--- config.mk ---
export PLATFORM = sky130hd
export DESIGN_NAME = uart_word_packer
export DESIGN_NICKNAME = d
export VERILOG_FILES = /design/src/rtl/uart_pkg.sv /design/src/rtl/uart_edge_detect.sv /design/src/rtl/uart_word_packer.sv
export SDC_FILE = /design/constraint.sdc
export NUM_CORES = 1
export LEC_CHECK = 0
export BUFFER_PORTS_ARGS = -buffer_cell sky130_fd_sc_hd__buf_2
export CORE_UTILIZATION = 40
export CTS_CLUSTER_DIAMETER = 100
export DETAILED_ROUTE_END_ITERATION = 6
export GPL_ROUTABILITY_DRIVEN = 0
export GPL_TIMING_DRIVEN = 0
export PLACE_DENSITY = 0.65
export SYNTH_ARGS = -nofsm -noshare
export SYNTH_HDL_FRONTEND = slang
export SYNTH_SLANG_ARGS = --single-unit
--- constraint.sdc ---
create_clock -name clock -period 2.7 [get_ports clock]
set_input_delay 0.405 -clock clock [delete_from_list [all_inputs] [get_ports clock]]
set_output_delay 0.405 -clock clock [all_outputs]
set_load 0.005 [all_outputs]
--- src/rtl/uart_pkg.sv ---
// uart_pkg: shared types, sizes and byte-lane mapping for the UART word path
package uart_pkg;
  typedef enum logic [1:0] {PK_IDLE, PK_COLLECT, PK_FULL} pk_state_t;
  localparam int UART_BYTES_PER_WORD = 4;
  localparam int UART_BYTE_W = 8;
  function automatic logic [4:0] lane_lsb(input logic [1:0] lane, input logic little_endian);
    return little_endian ? {lane, 3'b000} : 5'(5'd24 - {lane, 3'b000});
  endfunction
endpackage

--- src/rtl/uart_edge_detect.sv ---
// uart_edge_detect: registered-history rising-edge detector, history reset to 0 by active-low reset
module uart_edge_detect (
  input  logic clock,
  input  logic reset,
  input  logic sig,
  output logic rise
);
  logic prev;
  always_ff @(posedge clock) begin
    if (!reset) prev <= 1'b0;
    else prev <= sig;
  end
  assign rise = sig & ~prev;
endmodule

--- src/rtl/uart_word_packer.sv ---
// uart_word_packer: packs four UART bytes into a 32-bit word; define UART_PACKER_TIMEOUT_EN to discard stalled partial words
module uart_word_packer
  import uart_pkg::*;
#(
  parameter bit LITTLE_ENDIAN = 1'b1,
  parameter int TIMEOUT_CYCLES = 434000,
  parameter int TO_W = 20
) (
  input  logic clock,
  input  logic reset,
  input  logic wb_flag,
  input  logic [UART_BYTE_W-1:0] wb_data,
  input  logic word_ack,
  input  logic clear_err,
  output logic [UART_BYTES_PER_WORD*UART_BYTE_W-1:0] word_data,
  output logic word_valid,
  output logic [2:0] byte_count,
  output logic overrun,
  output logic timeout_err
);
  pk_state_t state, state_n;
  logic cap, wr, ovr_set, expire;
  logic [2:0] cnt_n;
  logic [1:0] lane;
  uart_edge_detect u_edge (.clock(clock), .reset(reset), .sig(wb_flag), .rise(cap));
`ifdef UART_PACKER_TIMEOUT_EN
  logic [TO_W-1:0] tmr;
  assign expire = state == PK_COLLECT && !cap && tmr == TO_W'(TIMEOUT_CYCLES - 1);
  always_ff @(posedge clock) begin
    if (!reset) begin
      tmr <= '0;
      timeout_err <= 1'b0;
    end else begin
      tmr <= (state == PK_COLLECT && !cap && !expire) ? tmr + 1'b1 : '0;
      timeout_err <= expire ? 1'b1 : clear_err ? 1'b0 : timeout_err;
    end
  end
`else
  logic unused_cfg;
  assign unused_cfg = ^{TO_W'(TIMEOUT_CYCLES - 1)};
  assign expire = 1'b0;
  assign timeout_err = 1'b0;
`endif
  always_comb begin
    state_n = state;
    cnt_n = byte_count;
    lane = 2'd0;
    wr = 1'b0;
    ovr_set = 1'b0;
    case (state)
      PK_IDLE: begin
        wr = cap;
        cnt_n = cap ? 3'd1 : 3'd0;
        state_n = cap ? PK_COLLECT : PK_IDLE;
      end
      PK_COLLECT: begin
        lane = byte_count[1:0];
        wr = cap;
        cnt_n = cap ? byte_count + 3'd1 : expire ? 3'd0 : byte_count;
        state_n = cap ? (byte_count == 3'd3 ? PK_FULL : PK_COLLECT) : expire ? PK_IDLE : PK_COLLECT;
      end
      PK_FULL: begin
        wr = word_ack & cap;
        ovr_set = ~word_ack & cap;
        cnt_n = word_ack ? {2'b00, cap} : 3'd4;
        state_n = word_ack ? (cap ? PK_COLLECT : PK_IDLE) : PK_FULL;
      end
      default: state_n = PK_IDLE;
    endcase
  end
  always_ff @(posedge clock) begin
    if (!reset) begin
      state <= PK_IDLE;
      byte_count <= 3'd0;
      word_data <= '0;
      overrun <= 1'b0;
    end else begin
      state <= state_n;
      byte_count <= cnt_n;
      if (wr) word_data[lane_lsb(lane, LITTLE_ENDIAN) +: UART_BYTE_W] <= wb_data;
      overrun <= ovr_set ? 1'b1 : clear_err ? 1'b0 : overrun;
    end
  end
  assign word_valid = state == PK_FULL;
endmodule

==> results.yml <==
placement:
  place_hpwl_microns: 2890
  dp_cells: 306
  dpl-instance-area_sq_um: 2130
  io_buffers: 49
power_and_ir_drop:
  pwr_density_cell_nw_per_um2: 565
  peakVddDrop_v: 0.000239
  p_leak_nw: 1.17
setup_path:
  crit_arrival_ns: 2.47
  cp-end-kind: "register"
  worst-setup-path-type: "reg2reg"
  crit_start: "state[1]"
  critPathLaunchType: "register"
  r2r-start: "state[1]"
  cp.required_ns: 2.93
  critPathMaxFanout: 8
synthesis:
  yosysSeqAreaShare_pct: 42.8
  synth-seq-cells: 39
  ys_warn_count: 0
  synthCells: 205
  ys_types: 33
  synth_nets: 228
  syn_area_per_cell_sq_um: 8.89
  syn_area_sq_um: 1820
global_routing:
  grt_pass1_wl_microns: 6740
  grt_max_degree: 13
  grt_antenna_before_repair: 0
  grt_pass1_vias: 1369
  grt_overflow: 0
  track_usage_pct: 18.0
flow_run:
  drv_cap: 0
route:
  drc: 0
  wl_per_cell_microns: 12.7
  first_pass_iters: 4
  vias: 1500
  dr.first_iter.drc_count: 50
  drtAntennaViolNets: 0
  routed_via_density: 4.78
  wirelength_microns: 3980
sta:
  whs_ns: 0.379
  finalSetupViolCount: 0
  finalHoldViolCount: 0
  skew_ns: 0.00560
  worst_pin_slew_ns: 0.685
  slew_headroom_pct: 53.9
  min_period_over_period_pct: 83.0
  rsz0062_at_grt: "no"
  layout_min_cycle_time_ns: 2.24
  setup_tns_ns: 0
  fmax_ghz: 0.446
  final_max_slew_viol_count: 0
cts:
  post_cts_resized: 0
  cts_hold_buf: 0
  clk_latency_ns: 0.29
  cts_buffers: 5
  htreeDepth: 2
  cts_sinks: 39
  clkTransAtPathRegs_ns: 0.08
  clk_path_buf_depth: 2
  root_buffer: "clkbuf_8"
  postCtsSetupBuffers: 0
  cts_tree: "built"
die:
  core_area_sq_um: 4350
  ios: 51
  fp.dieW_microns: 69.5
  die_area_sq_um: 4830
  fp.dieH_microns: 69.5
  start_util_pct: 41.9
  num_rows: 24
layout:
  fin_nets: 284
  antenna_cells: 0
  post-route-util_pct: 52.0
  fin_area_sq_um: 2270
  synthToLayoutAreaGrowth_pct: 24.3
  drive_above_1_share_pct: 25.2
  finalNonFillerCells: 314
hold_path:
  hold_start: "wb_flag"
  hold_class: "in2reg"
outcome:
  status: "finished, final reports clean"
-- worst max-delay path: stages, from the launching register on --
cell and delay (ns):
dfxtp_1 0.38, inv_1 0.09, ha_1 0.25, inv_1 0.09
nor2_1 0.06, ha_1 0.36, nor4_2 0.66, nand2_1 0.14
mux2i_1 0.15
-- flip-flops by register name, summed over array words and instances (netlist names) --
| register | cells |
|---|---|
| byte_count | 3 |
| overrun | 1 |
| state | 2 |
| u_edge.prev | 1 |
| word_data | 32 |
-- power breakdown --
part	total [mW]	internal (mW)	switching [mW]
logic	0.110	0.0444	0.0651
clock network	0.572	0.369	0.203
registers	0.598	0.588	0.00973
total	1.28	1.00	0.278
-- synth_stat cells (all sizes together) --
cell,number,area (sq um)
clkbuf,3,11.3
nor4,1,12.5
nand4b,1,8.76
a21boi,1,7.51
o21ai,3,15.0
nor2b,1,6.26
and2,3,18.8
nand2,70,270
buf,3,16.3
a211oi,1,20.0
inv,10,37.5
and3,2,12.5
dfxtp,39,781
ha,10,125
a21oi,4,23.8
o221ai,1,8.76
nand4,1,6.26
mux2i,32,320
nand3,3,27.5
nor3,2,10.0
o211a,1,10.0
nor2,6,22.5
or2b,1,7.51
conb,1,3.75
o22ai,1,6.26
nand2b,3,26.3
o21a,1,7.51
-- final timing paths --
kind | depth (start not counted) | slack [ns] | endpoint
worst max register to register | 8 | 0.46 | word_data[20]
worst min-delay path | 2 | 0.38 | u_edge.prev
worst min register to register | 2 | 0.46 | word_data[2]
worst max-delay path | 8 | 0.46 | word_data[20]
-- cell families (layout without fill, tap and decap cells) --
kind of cell,Yosys count,in the layout,share of synthesized area [%]
buf+inv,16,73,3.57
compound gates,13,13,5.42
flops,39,39,42.8
simple gates,94,94,23.5
fa+ha+maj,10,10,6.86
mux,32,32,17.6
other cells,1,1,0.206
-- per-layer routing --
layer	up-vias	part of all wire [%]	global-route usage (%)	routed length, microns
met4	0	2.0	8.16	80
met3	8	5.2	3.63	207
met2	37	45	27.9	1800
li1	785	-	-	-
met1	670	47	23.9	1890
met5	-	0	0	0
-- per-stage QoR --
step / worst slack (ns) / power (mW)
global route: 0.211 / 1.33
global placement: 0.470 / 0.721
detailed placement: 0.474 / 0.722
floorplan: 0.811 / 0.678
finish: 0.458 / 1.28
CTS: 0.447 / 1.29
-- layout make-up --
type                       count  area, sq um
sequential                    39          781
timing repair buffer          49          245
clock buffer                   6         72.6
multi-input combinational    150          977
buffer                         6         27.5
tap                           52         65.1
inverter                      10         37.5
clock inverter                 2         60.1
fill                         435         2090
-- cell usage in the layout (no fill, tap or decap), types with 2 or more instances in the layout --
master      n
bufinv_16   2
dfxtp_1    39
clkbuf_8    5
mux2i_1    32
clkbuf_1    4
nor2_1      6
and3_1      2
nor3_1      2
nand2_2     3
nand2b_1    2
a21oi_1     3
ha_1       10
inv_1      10
and2_1      3
nand2_1    67
buf_2      50
nand3_1     2
o21ai_0     3
(Power assumes the default switching activity.)
